`src/rtl/sim_top_pkg.sv`:
```
// Shared constants, types and helpers for the music player top.
// A song is ten 4-bit note codes; the MSB nibble plays first.
package sim_top_pkg;

  localparam int NUM_NOTES = 10;
  localparam int NOTE_W    = 4;
  localparam int SONG_W    = 40;

  typedef enum logic [1:0] {
    IDLE = 2'd0,
    LOAD = 2'd1,
    PLAY = 2'd2
  } state_e;

  // Packed view of the song word: element [NUM_NOTES-1] is note 0.
  typedef logic [NUM_NOTES-1:0][NOTE_W-1:0] song_t;

  // Tone half-period in clock cycles; code 0 is a rest and never reaches the tone generator.
  function automatic int half_period(input logic [NOTE_W-1:0] code, input int unit);
    return (16 - int'(code)) * unit;
  endfunction

endpackage

```
`src/rtl/tone_gen.sv`:
```
// Square-wave generator: output starts low on restart and toggles
// every half_period_i enabled cycles until the next restart.
module tone_gen #(
  parameter int HP_W = 4
) (
  input  logic            clk,
  input  logic            rst_i,
  input  logic            restart_i,
  input  logic            en_i,
  input  logic [HP_W-1:0] half_period_i,
  output logic            wave_o
);

  logic [HP_W-1:0] phase_q, phase_d;
  logic            wave_q,  wave_d;

  always_comb begin
    // NOTE: every next-state variable gets a default first, so no path can infer a latch.
    phase_d = phase_q;
    wave_d  = wave_q;
    if (restart_i) begin
      phase_d = '0;
      wave_d  = 1'b0;
    end else if (en_i) begin
      if (phase_q == half_period_i - HP_W'(1)) begin
        phase_d = '0;
        wave_d  = ~wave_q;
      end else begin
        phase_d = phase_q + HP_W'(1);
      end
    end
  end

  always_ff @(posedge clk) begin
    // NOTE: registers use non-blocking assignment so all flops update from pre-edge values.
    if (rst_i) begin
      phase_q <= '0;
      wave_q  <= 1'b0;
    end else begin
      phase_q <= phase_d;
      wave_q  <= wave_d;
    end
  end

  assign wave_o = wave_q;

endmodule

```
`src/rtl/sim_top.sv`:
```
// Music player top: latches a 40-bit song under ce, then plays its ten
// notes as a square wave on pwm while maingMusic is high.
module sim_top
  import sim_top_pkg::*;
#(
  parameter int NOTE_CYCLES      = 16,
  parameter int HALF_PERIOD_UNIT = 1
) (
  input  logic              clk,
  input  logic              nreset,
  input  logic [SONG_W-1:0] newFlattenedMCUout,
  input  logic              ce,
  output logic              pwm,
  output logic              maingMusic
);

  localparam int CNT_W = $clog2(NOTE_CYCLES + 1);
  localparam int IDX_W = $clog2(NUM_NOTES);
  localparam int HP_W  = $clog2(15 * HALF_PERIOD_UNIT + 1);

  localparam logic [CNT_W-1:0] CNT_LAST = CNT_W'(NOTE_CYCLES - 1);
  localparam logic [IDX_W-1:0] IDX_LAST = IDX_W'(NUM_NOTES - 1);

  state_e           state_q, state_d;
  song_t            song_q,  song_d;
  logic [IDX_W-1:0] idx_q,   idx_d;
  logic [CNT_W-1:0] cnt_q,   cnt_d;
  logic             music_q;

  logic              note_start;
  logic [NOTE_W-1:0] code;
  logic [HP_W-1:0]   hp;
  logic              tone_restart;
  logic              tone_en;

  // ce has priority in every state: it aborts playback and keeps reloading.
  always_comb begin
    state_d    = state_q;
    song_d     = song_q;
    idx_d      = idx_q;
    cnt_d      = cnt_q;
    note_start = 1'b0;
    if (ce) begin
      state_d = LOAD;
      song_d  = newFlattenedMCUout;
    end else begin
      case (state_q)
        LOAD: begin
          state_d    = PLAY;
          idx_d      = '0;
          cnt_d      = '0;
          note_start = 1'b1;
        end
        PLAY: begin
          if (cnt_q == CNT_LAST) begin
            cnt_d = '0;
            if (idx_q == IDX_LAST) begin
              state_d = IDLE;
              idx_d   = '0;
            end else begin
              idx_d      = idx_q + IDX_W'(1);
              note_start = 1'b1;
            end
          end else begin
            cnt_d = cnt_q + CNT_W'(1);
          end
        end
        default: state_d = IDLE;
      endcase
    end
  end

  always_ff @(posedge clk) begin
    if (nreset) begin
      state_q <= IDLE;
      song_q  <= '0;
      idx_q   <= '0;
      cnt_q   <= '0;
      music_q <= 1'b0;
    end else begin
      state_q <= state_d;
      song_q  <= song_d;
      idx_q   <= idx_d;
      cnt_q   <= cnt_d;
      music_q <= (state_d == PLAY);
    end
  end

  assign code = song_q[IDX_LAST - idx_q];
  assign hp   = HP_W'(half_period(code, HALF_PERIOD_UNIT));

  // Phase restarts on every note boundary and is held cleared outside PLAY.
  assign tone_restart = (state_d != PLAY) || note_start;
  assign tone_en      = (state_q == PLAY) && (code != '0);

  tone_gen #(
    .HP_W (HP_W)
  ) u_tone_gen (
    .clk           (clk),
    .rst_i         (nreset),
    .restart_i     (tone_restart),
    .en_i          (tone_en),
    .half_period_i (hp),
    .wave_o        (pwm)
  );

  assign maingMusic = music_q;

endmodule

```
`config.mk`:
```
export PLATFORM = sky130hd
export DESIGN_NAME = sim_top
export DESIGN_NICKNAME = d
export VERILOG_FILES = /design/src/rtl/sim_top_pkg.sv /design/src/rtl/tone_gen.sv /design/src/rtl/sim_top.sv
export SDC_FILE = /design/constraint.sdc
export NUM_CORES = 1
export LEC_CHECK = 0
export ABC_AREA = 0
export BUFFER_PORTS_ARGS = -buffer_cell sky130_fd_sc_hd__buf_2
export CELL_PAD_IN_SITES_DETAIL_PLACEMENT = 0
export CELL_PAD_IN_SITES_GLOBAL_PLACEMENT = 1
export CORE_AREA = 5 5 90 92
export DETAILED_ROUTE_END_ITERATION = 10
export DIE_AREA = 0 0 95 97
export PLACE_DENSITY_LB_ADDON = 0.1
export SLEW_MARGIN = 20
export SYNTH_ARGS = -nofsm -noshare
export SYNTH_HDL_FRONTEND = slang
export SYNTH_SLANG_ARGS = --single-unit
```
`constraint.sdc`:
```
create_clock -name clk -period 3.1 [get_ports clk]
set_input_delay 0 -clock clk [delete_from_list [all_inputs] [get_ports clk]]
set_output_delay 0 -clock clk [all_outputs]
set_load 0.01 [all_outputs]
```
==> Word-level counts from Yosys, hierarchy flattened <==
Cells that the tools add are included.
W data, S select, Z words.
{ "totals": {"reg_bits": 57, "latchBits": 0, "ramBits": 0, "romBits": 0, "input_bits": 43, "output_inout_bits": 2, "wordCells": 57, "memories": 0} }
{ "classes": {"add_sub_neg": 6, "n_mul": 0, "n_div": 0, "order_cmp": 1, "n_eq_ne": 8, "n_shift": 0, "muxes": 16, "bitwise": 2, "n_reduce_logical": 8} }
{ "op_table": {"columns": ["op", "count"], "rows": [
  ["$bmux W4 S4", 1],
  ["$mux W4", 4],
  ["$pmux W5 S2", 1],
  ["$add A4 B1 Y4 const B", 2],
  ["$pmux W4 S2", 1],
  ["$mux W2", 3],
  ["$add A5 B1 Y5 const B", 1],
  ["$eq A5 B4 Y1 const B", 1],
  ["$lt A4 B5 Y1 const B", 1],
  ["$mux W5", 1],
  ["$eq A2 B2 Y1 const B", 2],
  ["$eq A4 B4 Y1", 1],
  ["$eq A4 B4 Y1 const B", 1],
  ["$ne A2 B2 Y1 const B", 2],
  ["$pmux W2 S2", 1],
  ["$reduce_and A2 Y1", 2],
  ["$reduce_bool A4 Y1", 1],
  ["$sub A1 B4 Y4 const A", 1],
  ["$sub A4 B1 Y4 const B", 1],
  ["$sub A4 B4 Y4 const A", 1],
  ["$mux W1", 3],
  ["$reduce_and A3 Y1", 1],
  ["$eq A2 B1 Y1 const B", 1],
  ["$not A1 Y1", 2],
  ["other kinds (5)", 5]
]} }

==> Longest topological paths before layout <==
Gate-level depths: netlist of the first run.
{ "depth": {"word_depth": 8, "ltp_mapped": 10, "depth_no_buf": 8} }

==> Modules after synthesis <==
A second synthesis of the first run with hierarchy kept.
{ "hier_totals": {"hier_cells": 287, "area_unflattened_um2": 2796.4} }
{ "modules_own_cells": {"columns": ["module", "instances", "cells_per_inst", "area_each_um2", "seq_area_each_um2"], "rows": [
  ["sim_top", 1, 248, 2442.3, 1041.0],
  ["tone_gen", 1, 39, 354.1, 100.1]
]} }

==> Worst setup path after synthesis of the first run <==
Ideal clock, no wire load.
{ "synth_timing": {"kind": "flip-flop to flip-flop", "startpoint": "reg idx_q[1]", "endpoint": "reg u_tone_gen.wave_q, in the netlist u_tone_gen.wave_o", "setup_time_ns": 0.121, "t_arrival_ns": 2.431, "required_time_ns": 2.979, "slack_ns": 0.548, "stages_incl_launch_ff": 10, "n_path_buf": 1, "period_less_slack_ns": 2.552, "path_cell_list": "dfxtp_1 -> buf_2 -> inv_1 -> ha_1 -> or2_2 -> nor4_1 -> a41o_1 -> o32ai_2 -> nor4_1 -> mux2_2"} }
{ "synth_via": {"elab_chain_len": 8, "elab_cells_between_ends": 21, "classes_between": "add/sub (3); eq/ne (3); mux (10); reduce/logical (5)"} }
{ "synth_lines": {"columns": ["element", "line", "rtl"], "rows": [
  ["start: declaration", "sim_top.sv:26", "logic [IDX_W-1:0] idx_q, idx_d;"],
  ["start signal: assignment", "sim_top.sv:83", "idx_q <= idx_d;"],
  ["branches (longest 8 deep; another with $sub A4 B4 Y4)", null, null],
  ["end signal: assignment", "tone_gen.sv:41", "wave_q <= wave_d;"],
  ["end: declaration", "tone_gen.sv:15", "logic wave_q, wave_d;"]
]} }
Parallel ways; which one is timed is not known. The select of a mux whose other input is x is not followed.
A chain may end at the register's enable or synchronous reset.

==> Worst setup path after layout of the first run <==
{ "layout_timing": {"startpoint": "reg idx_q[2]", "endpoint": "reg u_tone_gen.wave_q, in the netlist u_tone_gen.wave_o"} }
The elaborated chain is that of the path after synthesis.

==> results of run 1 <==
[layout make-up]
| cell class | count | area share (%) |
|---|---|---|
| Clock buffer | 11 | 3.493 |
| Clock inverter | 5 | 2.129 |
| Inverter | 13 | 1.297 |
| Multi-Input combinational cell | 203 | 40.82 |
| Sequential cell | 57 | 30.34 |
| Tap cell | 99 | 3.293 |
| Timing Repair Buffer | 94 | 18.63 |
[routing by layer]
metal | GRT usage [%] | wire length (um) | vias up
met5 | 0 | 0 | -
met4 | 6.326 | 115 | 0
met3 | 2.793 | 157 | 10
met2 | 22.51 | 2888 | 32
met1 | 20.11 | 3202 | 1062
li1 | - | - | 1216
[stage by stage]
stage	cells	cell area (sq um)
after floorplan	289	2799
after global placement	424	3129
after detailed placement	424	3129
after CTS	482	3761
after global routing	482	3761
final	482	3761
[Yosys cell counts (3+ instances only)]
cell type,n
xnor2_1,4
inv_1,13
clkbuf_1,6
dfxtp_1,57
nor4_1,3
o31ai_1,3
a31oi_1,4
mux2_2,3
o311ai_0,4
mux2i_1,47
nand3_1,4
or3_1,3
nand2_1,12
nor3_1,5
ha_1,7
nor2_1,48
mux4_1,4
buf_1,6
a21oi_1,15
o21ai_0,3
[power groups by stage]
| stage | sequential (mW) | clock, mW | combinational (mW) |
|---|---|---|---|
| after floorplan | 0.792 | 0 | 0.0975 |
| after CTS | 0.782 | 0.772 | 0.183 |
| final | 0.782 | 0.752 | 0.182 |
| after detailed placement | 0.798 | 0 | 0.142 |
| after global placement | 0.798 | 0 | 0.142 |
| after global routing | 0.785 | 0.798 | 0.203 |
[cell usage in the layout, fill, tap and decap left out, types with 4 or more instances in the layout]
master,Yosys,final
a21oi_1,15,15
a31oi_1,4,4
buf_2,2,44
buf_4,1,8
clkbuf_8,0,9
dfxtp_1,57,57
dlygate4sd3_1,0,42
ha_1,7,7
inv_1,13,13
mux2i_1,47,47
mux4_1,4,4
nand2_1,12,12
nand3_1,4,4
nor2_1,48,48
nor3_1,5,5
o311ai_0,4,4
xnor2_1,4,4
[timing repair]
action / CTS / global route
gates resized for setup: 0 / 0
hold buffers: 42 / 0
hold endpoints to repair: 42 / 0
[cell families after synthesis]
| logic type | after synthesis | synth area share, % |
|---|---|---|
| fa+ha+maj | 7 | 3.129 |
| buf+inv | 29 | 4.381 |
| xor+xnor | 6 | 1.878 |
| simple gates | 89 | 14.80 |
| mux | 56 | 23.38 |
| flops | 57 | 40.77 |
| compound gates | 45 | 11.67 |
[path summary, 6_finish.rpt]
path	end	cells after the start	start	slack (ns)
max	u_tone_gen.wave_o	9	idx_q[2]	0.49
min	song_q[8]	4	newFlattenedMCUout[8]	0.43
max reg2reg	u_tone_gen.wave_o	9	idx_q[2]	0.49
min reg2reg	cnt_q[4]	1	cnt_q[4]	0.48
[worst max-delay path, cell delays in order, from the launching register on]
cell and delay (ns):
dfxtp_1 0.38, inv_1 0.06, ha_1 0.22, xnor2_1 0.42, buf_4 0.23, a21oi_1 0.06
a21oi_1 0.28, xnor2_1 0.20, nor4_1 0.29, mux2_2 0.36
[state kept, by name (all words and copies together), names as in the netlist]
name / count
state_q: 2
u_tone_gen.phase_q: 4
idx_q: 4
u_tone_gen.wave_o: 1
maingMusic: 1
song_q: 40
cnt_q: 5
==> reports/results.ini, run 1 <==
[clocking]
numCtsBuffers = 9
cts_sinks = 57
htreeDepth = 3
clkLatencyLatePin_ns = 0.33
clockBufferDepth = 2
cts.clk_slew.worst_paths_ns = 0.07
post_cts_buffers = 0
cts_root_buf = clkbuf_8
cts_tree = done

[finish]
fill_cells = 714
fin_util_pct = 52.70
final_layout_size_suffix_gt1_share_pct = 20.10
area_delta_synth_final_pct = 34.38
multi_input_area_sq_mm = 0.001535
fin_nets = 428
antenna_cells = 0
seqCellArea_sq_mm = 0.001141

[sta]
max_freq_mhz = 383.7
setup_viol = 0
report.final.slew_viol_count = 0
rsz0062_at_grt = false
fin_worst_hold_slack_ns = 0.4266
skew_ns = 0.007673
period_needed_ns = 2.606
tightest_slew_ns = 0.6666
finalHoldViolations = 0
fin_ws_ns = 0.4941
post-route-period-util_pct = 84.06
slew_headroom_pct = 55.56
setup_tns_ns = 0

[power]
pwr-share-clk_pct = 43.8
power.switching_uw = 393.1
p_int_mw = 1.322
combPwrFrac_pct = 10.6
finalPower_mw = 1.715
switching_share_pct = 22.92
powerDensity_mw_per_mm2 = 456.0
p_leak_nw = 1.614
p_seq_share_pct = 45.6
vdd_drop_max_uv = 260.7

[worst_setup_path]
critical_path_class = flip-flop to flip-flop
crit_path_max_fanout = 7
cp-start-kind = flip-flop
required_ns = 3.32
cp.arrival_ns = 2.83
crit_path_end_kind = flip-flop

[detailed_routing]
vias = 2320
finalWirelength_um = 6364
wire_per_inst_um = 13.20
drt_iter0_drc = 76
drc = 0
firstDrtPassIters = 4
viasPerCell = 4.813
ant_nets = 0

[global_route]
track_usage_pct = 14.75
grt_max_degree = 51
antenna_found_initial = 0
grt_overflow_total = 0
grt_pass1_wl_um = 10870
grt_pass1_vias = 2324

[logic_synthesis]
yosys-top-cells-area = dfxtp_1 41%, mux2i_1 17%, nor2_1 6.4%
ys_seq_area_share_pct = 40.77
syn_area_per_cell_sq_um = 9.685
syn_inst = 289
synth_top_area_cell = dfxtp_1
netlist-cell-type-count = 47
synth_top_area_share_pct = 40.77
synth_seq_cells = 57
synthesis.area_sq_mm = 0.002799
synth-main-ff-cell = dfxtp_1
synth.net_count = 339
synth-edff-count = 0
synth-async-reset-ratio_pct = 0
ys_warn_count = 0

[floorplanning]
dieArea_sq_mm = 0.009215
io_pins = 45
die_h_um = 97
die_w_um = 95
initial_utilization_pct = 39.22
rows = 31
core_area_sq_mm = 0.007137

[place]
dp_hpwl_um = 4380
numPortBuffers = 44
pre_cts_ws_ns = 0.4925
gp_congestion = 0.7742

[worst_hold_path]
hold_path.class = primary input to flip-flop

[flow_run]
maxCapViolations = 0

[run_status]
status = finished, final reports clean

Note: power is estimated with default switching activity, not from simulation.
==> run 2: changes to the inputs <==
clock period = 2.6 ns   (was 3.1 ns; I/O delays follow)
==> run 2 against run 1 <==
Against the previous run:
- via count is 2.1% higher
- clock power is 10% higher
- combinational power is 24% higher
- sequential share of layout area is 0.57 points lower
- die area stayed put
- sequential power is 19% higher
- register-to-register slack worse by 0.34 ns
- critical path depth is 1 lower
- maximum frequency is 6.4% higher
- setup slack worse by 0.34 ns
- clock skew is 0.0014 ns higher
==> reports/results.ini, run 2 (synthesis results as in run 1) <==
[worst_setup_path]
required_ns = 2.84  ; was 3.32 ns
critical_path_class = flip-flop to flip-flop  ; unchanged
crit_path_max_fanout = 6  ; was 7
cp.arrival_ns = 2.69  ; was 2.83 ns
crit_path_end_kind = flip-flop  ; unchanged
cp-start-kind = flip-flop  ; unchanged
critPathBufInv = 1  ; was 2
cp_top_family = compound AO/OA/AOI/OAI gates  ; was XOR/XNOR gates
crit_path_top_delay_cell = o41a_1  ; was xnor2_1
worstPathCellList = inv_1, ha_1, nor2_1, a22oi_1, a31o_1, o41a_1, or3_1, o31ai_1  ; was inv_1, ha_1, xnor2_1, buf_4, a21oi_1, a21oi_1, xnor2_1, nor4_1, mux2_2
cpPeakStageDelay_ns = 0.50  ; was 0.42 ns

[sta]
fin_worst_hold_slack_ns = 0.4378  ; was 0.4266 ns
period_needed_ns = 2.450  ; was 2.606 ns
rsz0062_at_grt = true  ; was false
setup_viol = 0  ; unchanged
max_freq_mhz = 408.2  ; was 383.7 MHz
tightest_slew_ns = 0.6716  ; was 0.6666 ns
finalHoldViolations = 0  ; unchanged
post-route-period-util_pct = 94.22  ; was 84.06%
report.final.slew_viol_count = 0  ; unchanged
slew_headroom_pct = 55.23  ; was 55.56%
skew_ns = 0.009123  ; was 0.007673 ns

[power]
power.switching_uw = 459.3  ; was 393.1 uW
pwr-share-clk_pct = 41.7  ; was 43.8%
switching_share_pct = 23.11  ; was 22.92%
combPwrFrac_pct = 11.3  ; was 10.6%
powerDensity_mw_per_mm2 = 518.0  ; was 456.0 mW/mm^2
p_int_mw = 1.528  ; was 1.322 mW
p_seq_share_pct = 46.9  ; was 45.6%
p_leak_nw = 1.659  ; was 1.614 nW
vdd_drop_max_uv = 327.5  ; was 260.7 uV
finalPower_mw = 1.988  ; was 1.715 mW

[finish]
final_cell_mix = 56 x dfxtp_1, 48 x nor2_1, 47 x mux2i_1  ; was 57 x dfxtp_1, 48 x nor2_1, 47 x mux2i_1
reg.largest.list = song_q x40, cnt_q x5  ; unchanged
fin_nets = 433  ; was 428
final_layout_size_suffix_gt1_share_pct = 23.00  ; was 20.10%
largest-register = song_q  ; unchanged
final_common_cell = dfxtp_1  ; unchanged
largest_reg_flops = 40  ; unchanged
area_delta_synth_final_pct = 37.10  ; was 34.38%
antenna_cells = 0  ; unchanged

[clocking]
cts_root_buf = clkbuf_8  ; unchanged
cts_sinks = 57  ; unchanged
cts_tree = done  ; unchanged
post_cts_buffers = 0  ; unchanged
numCtsBuffers = 9  ; unchanged
clkLatencyLatePin_ns = 0.33  ; about the same
clockBufferDepth = 2  ; unchanged
htreeDepth = 3  ; unchanged
cts.clk_slew.worst_paths_ns = 0.07  ; about the same

[global_route]
antenna_found_initial = 0  ; unchanged
track_usage_pct = 16.13  ; was 14.75%
grt_pass1_vias = 2461  ; was 2324
grt_pass1_wl_um = 11680  ; was 10870 um
grt_max_degree = 51  ; unchanged
grt_overflow_total = 0  ; unchanged

[detailed_routing]
drc = 0  ; unchanged
drt_iter0_drc = 68  ; was 76
viasPerCell = 4.872  ; was 4.813
finalWirelength_um = 6778  ; was 6364 um
ant_nets = 0  ; unchanged
firstDrtPassIters = 4  ; unchanged
vias = 2368  ; was 2320
wire_per_inst_um = 13.95  ; was 13.20 um

[floorplanning]
dieArea_sq_mm = 0.009215  ; unchanged
die_h_um = 97  ; unchanged
rows = 31  ; unchanged
core_area_sq_mm = 0.007137  ; unchanged
io_pins = 45  ; unchanged
initial_utilization_pct = 39.22  ; unchanged
die_w_um = 95  ; unchanged

[place]
dp_hpwl_um = 4507  ; was 4380 um
numPortBuffers = 44  ; unchanged
gp_congestion = 0.8019  ; was 0.7742

[worst_hold_path]
hold_path.class = primary input to flip-flop  ; unchanged

[run_status]
status = finished, final reports clean  ; unchanged

[flow_run]
maxCapViolations = 0  ; unchanged

## run 2: through the flow
stage               cell area, sq um  setup slack (ns)  TNS [ns]  cells  utilization, %
detailed placement              3179            0.1080         0    429           44.55
global route                    3837          -0.03134  -0.06024    486           53.77
floorplan                       2799           0.04786         0    289               -
global placement                3179            0.1294         0    429           44.55
finish                          3837            0.1503         0    486           53.77
CTS                             3795           0.07930         0    486           53.17
## run 2: timing repair
item                                    in CTS  in global routing
resized for setup                            0                 10
hold buffers                                42                  0
endpoints found under the hold margin       42                  0
endpoints found under the setup margin       0                  5
## run 2: routing by layer
| layer | vias up | part of all wire, % | GRT usage [%] |
|---|---|---|---|
| met5 | - | 0 | 0 |
| met4 | 0 | 1.4 | 5.660 |
| met3 | 7 | 3.4 | 4.500 |
| met2 | 37 | 48 | 25.70 |
| met1 | 1095 | 47 | 20.65 |
| li1 | 1229 | - | - |
## run 2: final cells by class
cell class              instances  area (sq um)
fillers                       689          3299
clock inverters                 3         40.04
multi-input cells             203          1577
repair buffers                 99         750.7
inverters                      13         48.80
flip-flops and latches         57          1142
well taps                      99         123.9
clock buffers                  12         155.1
## run 2: power by group through the flow
| stage | Combinational, mW | Clock [mW] | Sequential [mW] |
|---|---|---|---|
| after detailed placement | 0.174 | 0 | 0.952 |
| after global routing | 0.251 | 0.901 | 0.938 |
| final | 0.225 | 0.830 | 0.933 |
| after CTS | 0.222 | 0.854 | 0.933 |
| after global placement | 0.172 | 0 | 0.952 |
| after floorplan | 0.116 | 0 | 0.945 |
## run 2: path summary, 6_finish.rpt
check	from	endpoint	slack, ns	cells after the start
hold / removal	newFlattenedMCUout[35]	song_q[35]	0.44	4
setup reg to reg	idx_q[2]	u_tone_gen.phase_q[1]	0.15	8
hold reg to reg	cnt_q[4]	cnt_q[4]	0.48	1
setup / recovery	idx_q[2]	u_tone_gen.phase_q[1]	0.15	8
## run 2: worst min-delay path, cell delays in order
cell and delay, ns:
dlygate4sd3_1 0.52, buf_2 0.09, mux2i_1 0.05, nor2_1 0.07
